File: config.mk
export PLATFORM = sky130hd
export DESIGN_NAME = sirpa_boot_arbiter
export DESIGN_NICKNAME = d
export VERILOG_FILES = /design/src/rtl/sirpa_boot_pkg.sv /design/src/rtl/sirpa_boot_packer.sv /design/src/rtl/sirpa_boot_arbiter.sv
export SDC_FILE = /design/constraint.sdc
export NUM_CORES = 1
export LEC_CHECK = 0
export BUFFER_PORTS_ARGS = -buffer_cell sky130_fd_sc_hd__clkbuf_2
export CORE_MARGIN = 4
export CORE_UTILIZATION = 44
export CTS_CLUSTER_SIZE = 24
export DETAILED_ROUTE_END_ITERATION = 8
export GPL_ROUTABILITY_DRIVEN = 0
export PLACE_DENSITY = 0.77
export SYNTH_ARGS = -nofsm -noshare
export SYNTH_HDL_FRONTEND = slang
export SYNTH_SLANG_ARGS = --single-unit
File: constraint.sdc
create_clock -name clk_i -period 2.8 [get_ports clk_i]
set_clock_uncertainty 0.05 [all_clocks]
set_input_delay 0.14 -clock clk_i [delete_from_list [all_inputs] [get_ports clk_i]]
set_output_delay 0.14 -clock clk_i [all_outputs]
set_load 0.005 [all_outputs]
File: src/rtl/sirpa_boot_pkg.sv
// rtl/sirpa_boot_pkg.sv - shared state encoding, symbol-per-word helper and enable levels
package sirpa_boot_pkg;

  typedef enum logic [2:0] {
    ST_IDLE  = 3'd0,
    ST_HDR   = 3'd1,
    ST_LOAD  = 3'd2,
    ST_WRITE = 3'd3,
    ST_DONE  = 3'd4,
    ST_ERR   = 3'd5
  } sirpa_boot_state_e;

  localparam logic EN_ON  = 1'b0;
  localparam logic EN_OFF = 1'b1;

  function automatic int sirpa_bpw(input int data_width, input int byte_width);
    return data_width / byte_width;
  endfunction

endpackage

File: src/rtl/sirpa_boot_packer.sv
// rtl/sirpa_boot_packer.sv - little-endian symbol-to-word packer with symbol counter
module sirpa_boot_packer
  import sirpa_boot_pkg::*;
#(
  parameter int DATA_WIDTH = 32,
  parameter int BYTE_WIDTH = 8
) (
  input  logic                  clk_i,
  input  logic                  rst_i,
  input  logic                  clear_i,
  input  logic                  sym_valid_i,
  input  logic [BYTE_WIDTH-1:0] sym_i,
  output logic [DATA_WIDTH-1:0] word_d_o,
  output logic                  word_ready_o
);

  localparam int BPW   = sirpa_bpw(DATA_WIDTH, BYTE_WIDTH);
  localparam int CNT_W = (BPW > 1) ? $clog2(BPW) : 1;

  logic [CNT_W-1:0]      cnt_q, cnt_d;
  logic [DATA_WIDTH-1:0] sr_q, sr_d;
  logic [DATA_WIDTH-1:0] shifted;

  // New symbols enter at the top so the first one ends up in the low bits.
  generate
    if (BPW == 1) begin : g_single
      assign shifted = sym_i;
    end else begin : g_multi
      assign shifted = {sym_i, sr_q[DATA_WIDTH-1:BYTE_WIDTH]};
    end
  endgenerate

  // The completed word is exposed in the accepting cycle so the FSM can act on it at once.
  assign word_d_o = shifted;

  always_comb begin
    sr_d         = sr_q;
    cnt_d        = cnt_q;
    word_ready_o = 1'b0;
    if (clear_i) begin
      sr_d  = '0;
      cnt_d = '0;
    end else if (sym_valid_i) begin
      sr_d = shifted;
      if (cnt_q == CNT_W'(BPW - 1)) begin
        word_ready_o = 1'b1;
        cnt_d        = '0;
      end else begin
        cnt_d = cnt_q + CNT_W'(1);
      end
    end
  end

  always_ff @(posedge clk_i or posedge rst_i) begin
    if (rst_i) begin
      sr_q  <= '0;
      cnt_q <= '0;
    end else begin
      sr_q  <= sr_d;
      cnt_q <= cnt_d;
    end
  end

endmodule

File: src/rtl/sirpa_boot_arbiter.sv
// rtl/sirpa_boot_arbiter.sv - RAM port owner: boot loader FSM, then core pass-through
module sirpa_boot_arbiter
  import sirpa_boot_pkg::*;
#(
  parameter int          ADDR_WIDTH = 32,
  parameter int          DATA_WIDTH = 32,
  parameter int          BYTE_WIDTH = 8,
  parameter int unsigned BOOT_BASE  = 0,
  parameter int          MAX_WORDS  = 1024,
  parameter bit          AUTO_BOOT  = 1'b1
) (
  input  logic                  clk_i,
  input  logic                  rst_i,
  input  logic                  boot_start_i,
  input  logic [BYTE_WIDTH-1:0] boot_data_i,
  input  logic                  boot_valid_i,
  output logic                  boot_ready_o,
  input  logic [ADDR_WIDTH-1:0] sirpa_add_i,
  input  logic [DATA_WIDTH-1:0] sirpa_datainp_i,
  input  logic                  sirpa_cen_i,
  input  logic                  sirpa_wen_i,
  output logic [DATA_WIDTH-1:0] sirpa_dataout_o,
  output logic                  sirpa_stall_o,
  input  logic [DATA_WIDTH-1:0] ram_dataout_i,
  output logic [ADDR_WIDTH-1:0] control_add_o,
  output logic [DATA_WIDTH-1:0] control_datainp_o,
  output logic                  control_cen_o,
  output logic                  control_wen_o,
  output logic                  boot_busy_o,
  output logic                  boot_done_o,
  output logic                  boot_err_o
);

  localparam int                    CW    = $clog2(MAX_WORDS + 1);
  localparam logic [DATA_WIDTH-1:0] MAX_W = DATA_WIDTH'(MAX_WORDS);

  sirpa_boot_state_e     state_q, state_d;
  logic [CW-1:0]         idx_q, idx_d, nwords_q, nwords_d;
  logic [ADDR_WIDTH-1:0] add_q, add_d;
  logic [DATA_WIDTH-1:0] data_q, data_d;
  logic                  cen_q, cen_d, wen_q, wen_d;
  logic                  busy_q, done_q, err_q;
  logic                  accept, pass, packer_clear, word_ready;
  logic [DATA_WIDTH-1:0] word;

  assign boot_ready_o = (state_q == ST_HDR) || (state_q == ST_LOAD);
  assign accept       = boot_valid_i & boot_ready_o;
  assign packer_clear = !(boot_ready_o || (state_q == ST_WRITE));
  assign pass         = (state_q == ST_DONE);

  sirpa_boot_packer #(
    .DATA_WIDTH(DATA_WIDTH),
    .BYTE_WIDTH(BYTE_WIDTH)
  ) u_packer (
    .clk_i       (clk_i),
    .rst_i       (rst_i),
    .clear_i     (packer_clear),
    .sym_valid_i (accept),
    .sym_i       (boot_data_i),
    .word_d_o    (word),
    .word_ready_o(word_ready)
  );

  always_comb begin
    state_d  = state_q;
    idx_d    = idx_q;
    nwords_d = nwords_q;
    add_d    = add_q;
    data_d   = data_q;
    cen_d    = EN_OFF;
    wen_d    = EN_OFF;
    case (state_q)
      ST_IDLE: if (AUTO_BOOT || boot_start_i) state_d = ST_HDR;
      ST_HDR: begin
        if (word_ready) begin
          if (word == '0) begin
            state_d = ST_DONE;
          end else if (word > MAX_W) begin
            state_d = ST_ERR;
          end else begin
            idx_d    = '0;
            nwords_d = CW'(word);
            state_d  = ST_LOAD;
          end
        end
      end
      ST_LOAD: begin
        // Enables are registered, so the write strobe is staged while entering WRITE.
        if (word_ready) begin
          add_d   = ADDR_WIDTH'(BOOT_BASE) + ADDR_WIDTH'(idx_q);
          data_d  = word;
          cen_d   = EN_ON;
          wen_d   = EN_ON;
          state_d = ST_WRITE;
        end
      end
      ST_WRITE: begin
        idx_d   = idx_q + CW'(1);
        state_d = (idx_d == nwords_q) ? ST_DONE : ST_LOAD;
      end
      ST_DONE, ST_ERR: if (boot_start_i) state_d = ST_HDR;
      default: state_d = ST_IDLE;
    endcase
  end

  always_ff @(posedge clk_i or posedge rst_i) begin
    if (rst_i) begin
      state_q  <= ST_IDLE;
      idx_q    <= '0;
      nwords_q <= '0;
      add_q    <= '0;
      data_q   <= '0;
      cen_q    <= EN_OFF;
      wen_q    <= EN_OFF;
      busy_q   <= 1'b0;
      done_q   <= 1'b0;
      err_q    <= 1'b0;
    end else begin
      state_q  <= state_d;
      idx_q    <= idx_d;
      nwords_q <= nwords_d;
      add_q    <= add_d;
      data_q   <= data_d;
      cen_q    <= cen_d;
      wen_q    <= wen_d;
      busy_q   <= (state_d == ST_HDR) || (state_d == ST_LOAD) || (state_d == ST_WRITE);
      done_q   <= (state_d == ST_DONE);
      err_q    <= (state_d == ST_ERR);
    end
  end

  assign control_add_o     = pass ? sirpa_add_i     : add_q;
  assign control_datainp_o = pass ? sirpa_datainp_i : data_q;
  assign control_cen_o     = pass ? sirpa_cen_i     : cen_q;
  assign control_wen_o     = pass ? sirpa_wen_i     : wen_q;
  assign sirpa_dataout_o   = pass ? ram_dataout_i   : '0;
  assign sirpa_stall_o     = !pass;
  assign boot_busy_o       = busy_q;
  assign boot_done_o       = done_q;
  assign boot_err_o        = err_q;

endmodule

Word-level counts from Yosys, hierarchy flattened
Cells that the tools add are included.

storage, ports and cells
  input port bits = 110
  bits in registers = 106
  output and inout port bits = 103
  logic and storage cells = 71

operators by class
  muxes and demuxes = 26
  order comparisons = 1
  equal/unequal tests = 16
  reduce and logical (&&, ||, !) cells = 12
  $add $sub $neg = 2
  bitwise operators = 3

operators by type and width
  operator                 number
  $mux W32                 5
  $mux W11                 3
  $gt A32 B11 Y1 const B   1
  $logic_not A32 Y1        1
  $pmux W11 S2             1
  $mux W3                  6
  $pmux W3 S5              1
  $eq A3 B2 Y1 const B     4
  $eq A3 B3 Y1 const B     4
  $add A11 B1 Y11 const B  1
  $eq A11 B11 Y1           1
  $reduce_and A4 Y1        2
  $mux W1                  7
  $eq A3 B1 Y1 const B     2
  $mux W2                  3
  $ne A2 B2 Y1 const B     3
  $logic_or A1 B1 Y1       4
  $logic_not A3 Y1         1
  $add A2 B1 Y2 const B    1
  $eq A2 B2 Y1 const B     1
  $ne A2 B1 Y1 const B     1
  $not A1 Y1               2
  $reduce_and A2 Y1        1
  $reduce_bool A2 Y1       1
  3 further kinds          3

Logic depth before layout (Yosys ltp)
Gate-level depths: netlist (run 1).

  word-level depth = 10
  mapped depth = 8
  mapped depth without buffers = 7

Cells and area by module
From an unflattened synthesis (run 1), not the netlist that was laid out.

unflattened totals
  cell total of the unflattened synthesis = 588
  area total of the unflattened synthesis = 5,484.0 um^2

modules (own cells, without submodules)
  module              area an instance (um^2)  sequential area each (um^2)  cells each  instances
  sirpa_boot_arbiter  4,324.1                  1,803.0                      492         1
  sirpa_boot_packer   1,159.9                  650.6                        96          1

Worst setup path before layout (run 1)
OpenSTA, ideal clock, no wires.

  path kind = flip-flop to flip-flop
  from = register idx_q[0]
  to = register busy_q, in the netlist boot_busy_o
  cell stages (with the launch flop) = 9
  setup time = 145 ps
  data required time = 2,605 ps
  path slack = 730 ps
  period minus slack after synthesis = 2,070 ps
  arrival time = 1,875 ps
  buffers on the path = 1
  cell sequence = dfrtp_1 -> ha_1 -> buf_4 -> and3_4 -> nand3_4 -> a2111oi_4 -> o2111ai_2 -> nor4_4 -> a211oi_1

between the ends
  word-level cells in the longest chain between the ends = 7
  elaborated cells on any way between the ends = 9
  those cells by class = add/sub (1); eq/ne (4); mux (2); reduce/logical (2)

RTL lines
  element                                       line                       RTL
  start, declared                               sirpa_boot_arbiter.sv:38   logic [CW-1:0] idx_q, idx_d, nwords_q, nwords_d;
  start signal, assigned                        sirpa_boot_arbiter.sv:120  idx_q <= idx_d;
  $add A11 B1 Y11 (*)                           sirpa_boot_arbiter.sv:98   idx_d = idx_q + CW'(1);
  $eq A11 B11 Y1 (*)                            sirpa_boot_arbiter.sv:99   state_d = (idx_d == nwords_q) ? ST_DONE : ST_LOAD;
  $mux W3 (*)                                   sirpa_boot_arbiter.sv:99
  $pmux W3 S5 (*)                               sirpa_boot_arbiter.sv:72   case (state_q)
  $eq A3 B1 Y1 or $eq A3 B2 Y1 (tied branches)  sirpa_boot_arbiter.sv:126  busy_q <= (state_d == ST_HDR) || (state_d == ST_LOAD) || (state_d == ST_WRITE);
  $logic_or A1 B1 Y1                            sirpa_boot_arbiter.sv:126
  $logic_or A1 B1 Y1 (*)                        sirpa_boot_arbiter.sv:126
  end signal, assigned                          sirpa_boot_arbiter.sv:126
  end, declared                                 sirpa_boot_arbiter.sv:42   logic busy_q, done_q, err_q;

Every way passes the cells marked *; elsewhere a longest branch is shown, timed or not.
A chain may end at the register's enable or synchronous reset.

Worst setup path in the final report (run 1)
  from = register state_q[1]
  to = output port control_datainp_o[16]

between the ends
  word-level cells in the longest chain between the ends = 2

RTL lines
  element                 line                       RTL
  start, declared         sirpa_boot_arbiter.sv:37   sirpa_boot_state_e state_q, state_d;
  start signal, assigned  sirpa_boot_arbiter.sv:119  state_q <= state_d;
  $eq A3 B3 Y1            sirpa_boot_arbiter.sv:49   assign pass = (state_q == ST_DONE);
  $mux W32                sirpa_boot_arbiter.sv:133  assign control_datainp_o = pass ? sirpa_datainp_i : data_q;
  end, declared           sirpa_boot_arbiter.sv:26   output logic [DATA_WIDTH-1:0] control_datainp_o,

Every way passes these cells.

==> metrics.yaml, run 1 <==
yosys:
  synth.area.mux_share_pct: 20.86
  ys_ff_latch: 98
  async_reset_ff_share_pct: 100.0
  syn_inst: 455
  yosys_warnings: 0
  netlist-cell-type-count: 55
  synth_largest_area_cell: "dfrtp_1"
  ys_top_cells_by_count: "97 x dfrtp_1, 90 x mux2_2, 55 x and2_1"
  ys.flop_type: "dfrtp_1"
  post-synth-top-count-cell: "dfrtp_1"
  synth_edf_count: 0
  syn_avg_cell_area_sq_um: 11.50
  synthXorXnorAreaFrac_pct: 2.487
  synth_largest_type_area_fraction_pct: 46.40
  synth_compound_area_share_pct: 10.45
  synth-seq-area-share_pct: 46.90
  synth-simple-area-share_pct: 15.40
  synth_area_sq_um: 5231
  synth.area.top_cells: "dfrtp_1 46%, mux2_2 19%, and2_1 6.6%"
  synth_top_family_by_area: "multiplexers"
  synthesis.nets: 567
  synth-adder-area-share_pct: 0.6697
sta:
  period_share_pct: 88.08
  period_minus_slack_ps: 2466
  rsz0062_at_grt: "false"
  slew_headroom_pct: 56.01
  worst_pin_slew_ps: 659.8
  maxSlewViolCount: 0
  holdWs_ps: 9.440
  hold_viol: 0
  fmax_ghz: 0.4055
  fin_tns_setup_ps: 0
  setup_violations: 0
worst_setup_path:
  cp_data_arrival_time_ps: 2280
  cp.required_ps: 2610
  startpoint: "state_q[1]"
  critPathKind: "flop to output pin"
  setup.worst_path.start_class: "flop"
  reg2reg_slack_ps: 450
  reg2reg_from: "idx_q[0]"
  worstPathMaxFanout: 90
  timing.rr.end: "boot_busy_o"
  r2r_cells: 7
  critPathCaptureType: "output pin"
final_layout:
  final_nets: 770
  layout-drive-gt1-share_pct: 51.28
  fin_area_sq_um: 6764
  syn_to_final_growth_pct: 29.30
  stdcell_count: 806
  diodes: 0
detailed_routing:
  avgRoutedWirePerCell_um: 16.49
  first_iter_violations: 172
  drc: 0
  wl_met1_um: 5701
  highest_layer: "met4"
  wl_met2_um: 6642
  wirelength_um: 13290
  via_per_inst: 5.300
  wl_met3_um: 766
  dr.pass1.iters: 4
  ant_nets: 0
  dr_total_vias: 4272
power:
  total_power_uw: 3456
  power.switching_uw: 942.4
  p_per_area_nw_per_um2: 510.9
  p_leak_uw: 0.003609
  ir_worst_vdd_mv: 0.3710
  swShare_pct: 27.27
  p_int_uw: 2514
  p_seq_share_pct: 49.7
  combPwrFrac_pct: 13.4
  clock_power_share_pct: 36.9
placement:
  dpl.hpwl_um: 10040
  place_area_sq_um: 6415
  dpl.cell_count: 786
  io_buffers: 212
hold_path:
  worstHoldPathCells: 2
  min_path_type: "input pin to flop"
  min_to: "u_packer.sr_q[28]"
  worstHoldStart: "boot_data_i[4]"
status:
  status: "finished, final reports clean"
clock_tree:
  clk_pin_slew_ps: 70
  cts_tree: "yes"
  clk_latency_ps: 340
  cts_buffer_depth: 2
  cts_root_buf: "clkbuf_16"
  cts_num_sinks: 98
  htree_levels: 3
  cts_buffers: 9
global_routing:
  gr-total-overflow: 0
  grt_pass1_vias: 4305
  grt_pass1_wl_um: 20980
  grt_usage_pct: 19.11
  antenna_found_initial: 0
  grt_start_max_net_pins: 91
die:
  rows: 39
  die_h_um: 117.0
  core_sq_um: 11520
  io_pins: 213
  initial_core_util_pct: 45.43
  dieWidth_um: 117.0
  die_area_sq_um: 13700
run:
  drv_cap: 0
==> routing by layer <==
metal | track usage (%) | vias up
met2 | 30.94 | 149
met1 | 26.21 | 2069
met3 | 4.165 | 19
li1 | - | 2035
met4 | 5.122 | 0
met5 | 0 | -
==> cell families after synthesis <==
| logic type | Yosys count |
|---|---|
| AOI/OAI and AO/OA | 70 |
| adders and majority gates | 3 |
| muxes | 97 |
| buffers and inverters | 35 |
| DFF | 98 |
| and+or+nand+nor | 138 |
| xor gates and xnor gates | 14 |
==> area by class of cell <==
cell class / count / area (sq um)
Fill cell: 952 / 4752
Multi-Input combinational cell: 322 / 2621
Sequential cell: 98 / 2454
Timing Repair Buffer: 221 / 1176
Clock buffer: 10 / 239.0
Tap cell: 143 / 178.9
Clock inverter: 6 / 70.07
Inverter: 6 / 25.02
==> worst max path at each step <==
stage,end,cells past startpoint
final,control_datainp_o[16],5
after global routing,control_datainp_o[16],5
after CTS,control_datainp_o[27],5
after detailed placement,boot_busy_o,7
after global placement,boot_busy_o,7
after floorplan,add_q[0],1
==> power groups by stage <==
stage	logic, uW	registers [uW]	clock network, uW
after CTS	470	1710	1300
after floorplan	300	1670	0
after detailed placement	462	1740	0
final	464	1720	1270
after global placement	443	1740	0
after global routing	517	1730	1350
==> timing repair <==
action                    in CTS  in global routing
setup buffers                  0                  0
resized for setup              0                  0
hold buffers                   4                  0
hold endpoints to repair      36                  0
==> cell usage in the layout (no fill, tap or decap), types with 3 or more instances in the layout <==
| master | Yosys | layout |
|---|---|---|
| inv_6 | 0 | 3 |
| a21oi_1 | 7 | 6 |
| nor2_1 | 15 | 14 |
| buf_12 | 0 | 3 |
| xnor2_1 | 5 | 5 |
| nor4_1 | 6 | 6 |
| dfrtp_1 | 97 | 97 |
| and2_1 | 55 | 55 |
| xor2_1 | 8 | 8 |
| nor3_1 | 6 | 6 |
| a31oi_1 | 3 | 3 |
| dlygate4sd3_1 | 0 | 4 |
| clkbuf_16 | 0 | 9 |
| nand4_1 | 4 | 4 |
| a21o_1 | 3 | 3 |
| nand2_1 | 22 | 22 |
| nand2b_1 | 3 | 3 |
| nor2b_1 | 3 | 3 |
| o21ai_1 | 4 | 4 |
| o21ai_0 | 11 | 11 |
| nand3b_1 | 3 | 3 |
| nand3_1 | 7 | 7 |
| mux2_1 | 6 | 6 |
| clkbuf_2 | 0 | 212 |
| mux2_2 | 90 | 90 |
| a22o_1 | 25 | 25 |
| inv_1 | 6 | 5 |
| o41ai_1 | 4 | 4 |
==> critical path: stages, from the launching register on <==
cell and delay [ps]:
dfrtp_1 450, nand2b_1 230, nor2_4 350, buf_12 340, mux2_2 380, clkbuf_2 120
==> stage by stage <==
| step | utilization, % | setup WS, ps |
|---|---|---|
| floorplan | - | 49.58 |
| global placement | 55.70 | 559.5 |
| detailed placement | 55.70 | 466.1 |
| CTS | 58.74 | 335.7 |
| global route | 58.74 | 240.4 |
| finish | 58.74 | 333.8 |
==> flip-flops by register name (all words and copies together), names as in the netlist <==
| register | cells |
|---|---|
| boot_err_o | 1 |
| boot_busy_o | 1 |
| state_q | 3 |
| boot_done_o | 1 |
| nwords_q | 11 |
| data_q | 32 |
| add_q | 11 |
| u_packer.sr_q | 24 |
| u_packer.cnt_q | 2 |
| wen_q | 1 |
| idx_q | 11 |
(Power assumes the default switching activity.)
==> inputs of run 2 (changes only) <==
--- a/config.mk
+++ b/config.mk
@@ -6,7 +6,6 @@
 export NUM_CORES = 1
 export LEC_CHECK = 0
 export BUFFER_PORTS_ARGS = -buffer_cell sky130_fd_sc_hd__clkbuf_2
-export CORE_MARGIN = 4
 export CORE_UTILIZATION = 44
 export CTS_CLUSTER_SIZE = 24
 export DETAILED_ROUTE_END_ITERATION = 8
==> metrics.yaml, run 2 (synthesis gave the netlist of run 1 again) <==
final_layout:
  layout-drive-gt1-share_pct: 51.36  # +0.073 points
  final_nets: 771  # +0.13%
  largest_reg_flops: 32  # unchanged
  diodes: 0  # unchanged
  fin_util_pct: 59.02  # +0.28 points
  layout_commonest_cell: "clkbuf_2"
  final_cell_mix: "212 x clkbuf_2, 97 x dfrtp_1, 90 x mux2_2"
  reg_top3: "data_q: 32 flops, u_packer.sr_q: 24 flops"
  top_register: "data_q"
  syn_to_final_growth_pct: 29.92
sta:
  maxSlewViolCount: 0  # unchanged
  holdWs_ps: 14.61  # +5.170 ps
  fmax_ghz: 0.4039  # -0.40%
  worst_pin_slew_ps: 819.2  # +159.4 ps
  hold_viol: 0  # unchanged
  slew_headroom_pct: 45.39  # -11 points
  rsz0062_at_grt: "false"
  fin_tns_setup_ps: 0  # unchanged
  period_share_pct: 88.43  # +0.35 points
  setup_violations: 0  # unchanged
  period_minus_slack_ps: 2476  # +9.806 ps
clock_tree:
  cts_buffers: 9  # unchanged
  cts_root_buf: "clkbuf_16"
  hold_buffers: 4  # unchanged
  cts_tree: "yes"
  cts_buffer_depth: 2  # unchanged
  cts_num_sinks: 98  # unchanged
  htree_levels: 3  # unchanged
  clk_latency_ps: 350  # about the same
  postCtsSetupRepairBufs: 0  # unchanged
  clk_pin_slew_ps: 70  # about the same
  cts_resized: 0  # unchanged
die:
  rows: 39  # unchanged
  initial_core_util_pct: 45.43  # unchanged
  core_sq_um: 11520  # unchanged
  die_area_sq_um: 12330  # -10%
  die_h_um: 111.0  # -5.1%
  dieWidth_um: 111.0  # -5.1%
  io_pins: 213  # unchanged
worst_setup_path:
  crit_family: "simple AND/OR/NAND/NOR gates"
  cp_cell_sequence: "nand2b_1 > nor2_4 > buf_12 > mux2_2 > clkbuf_2"
  cpPeakStageDelay_ps: 450  # about the same
  cp.required_ps: 2610  # about the same
  critPathCaptureType: "output pin"
  reg2reg_slack_ps: 440  # about the same
  r2r_cells: 7  # unchanged
  critPathBufInv: 2  # unchanged
  cp_data_arrival_time_ps: 2290  # about the same
  worstPathMaxFanout: 90  # unchanged
  reg2reg_from: "idx_q[0]"
  setup.worst_path.start_class: "flop"
  critPathKind: "flop to output pin"
  cp_slowest_cell: "dfrtp_1"
  timing.rr.end: "boot_busy_o"
detailed_routing:
  drc: 6  # +6
  dr_total_vias: 4309  # +0.87%
  via_per_inst: 5.340  # +0.74%
  wirelength_um: 13010  # -2.1%
  first_iter_violations: 150  # -13%
  dr.pass1.iters: 6  # +2
  avgRoutedWirePerCell_um: 16.12  # -2.2%
  ant_nets: 0  # unchanged
global_routing:
  grt_pass1_vias: 4358  # +1.2%
  grt_pass1_wl_um: 21560  # +2.7%
  grt_start_max_net_pins: 91  # unchanged
  gr-total-overflow: 0  # unchanged
  antenna_found_initial: 0  # unchanged
  grt_usage_pct: 21.79  # +2.7 points
power:
  ir_worst_vdd_mv: 0.3764  # +1.4%
  p_per_area_nw_per_um2: 530.9  # +3.9%
  p_leak_uw: 0.003626  # +0.48%
status:
  violations: "DRC"
  status: "finished with violations"
placement:
  dpl.hpwl_um: 9550  # -4.9%
  io_buffers: 212  # unchanged
hold_path:
  worstHoldPathCells: 2  # unchanged
  min_to: "u_packer.sr_q[29]"
  min_path_type: "input pin to flop"
  worstHoldStart: "boot_data_i[5]"
run:
  drv_cap: 0  # unchanged
## run 2: changes by cell type in the layout (fill, tap and decap cells not counted)
cell	previous run	this run
buf_4	2	4
clkbuf_8	1	0
buf_12	3	2
bufinv_16	1	3
clkinv_4	1	0
## run 2: metal layers
layer  wire length, um  track usage, %  vias to the layer above  share of wire (%)
li1                  -               -                     2040                  -
met1              5473           27.40                     2110                 42
met2              6640           37.69                      143                 51
met3               713           4.866                       16                5.5
met4               183           6.126                        0                1.4
met5                 0               0                        -                  0
## run 2: through the flow
| step | cells | cell area, sq um | setup WS, ps | power, uW |
|---|---|---|---|---|
| global placement | 787 | 6410 | 559.4 | 2176 |
| CTS | 807 | 6797 | 326.7 | 3650 |
| floorplan | 455 | 5231 | 49.58 | 1972 |
| detailed placement | 787 | 6410 | 453.8 | 2201 |
| finish | 807 | 6797 | 324.0 | 3608 |
| global route | 807 | 6797 | 224.5 | 3765 |
## run 2: layout make-up
cell class / instances / area (sq um)
fill: 941 / 4720
multi-input combinational: 322 / 2621
clock buffer: 9 / 225.2
tap: 143 / 178.9
timing repair buffer: 222 / 1171
inverter: 6 / 25.02
sequential: 98 / 2454
clock inverter: 7 / 121.4
## run 2: worst register-to-register path: stages (launching register included)
cell and delay [ps]:
dfrtp_1 450, ha_1 360, and3_4 270, nand3_4 120
a2111oi_4 360, o2111ai_2 190, nor4_4 330, a211oi_1 100
## run 2: worst max-delay path by stage
stage / startpoint / endpoint / slack, ps / cells after the start
floorplan: rst_i / add_q[0] / 50 / 1
global placement: idx_q[0] / boot_busy_o / 560 / 7
detailed placement: idx_q[0] / boot_busy_o / 450 / 7
CTS: state_q[1] / control_datainp_o[27] / 330 / 5
global route: u_packer.sr_q[8] / idx_q[2] / 220 / 6
finish: state_q[1] / control_datainp_o[11] / 320 / 5
## run 2: where the power goes
part	internal [uW]	leakage [uW]	total (uW)	switching, uW
logic	236	0.00219	468	232
registers	1550	0.00127	1720	167
clock network	881	0.000171	1420	542
total	2670	0.00363	3610	941
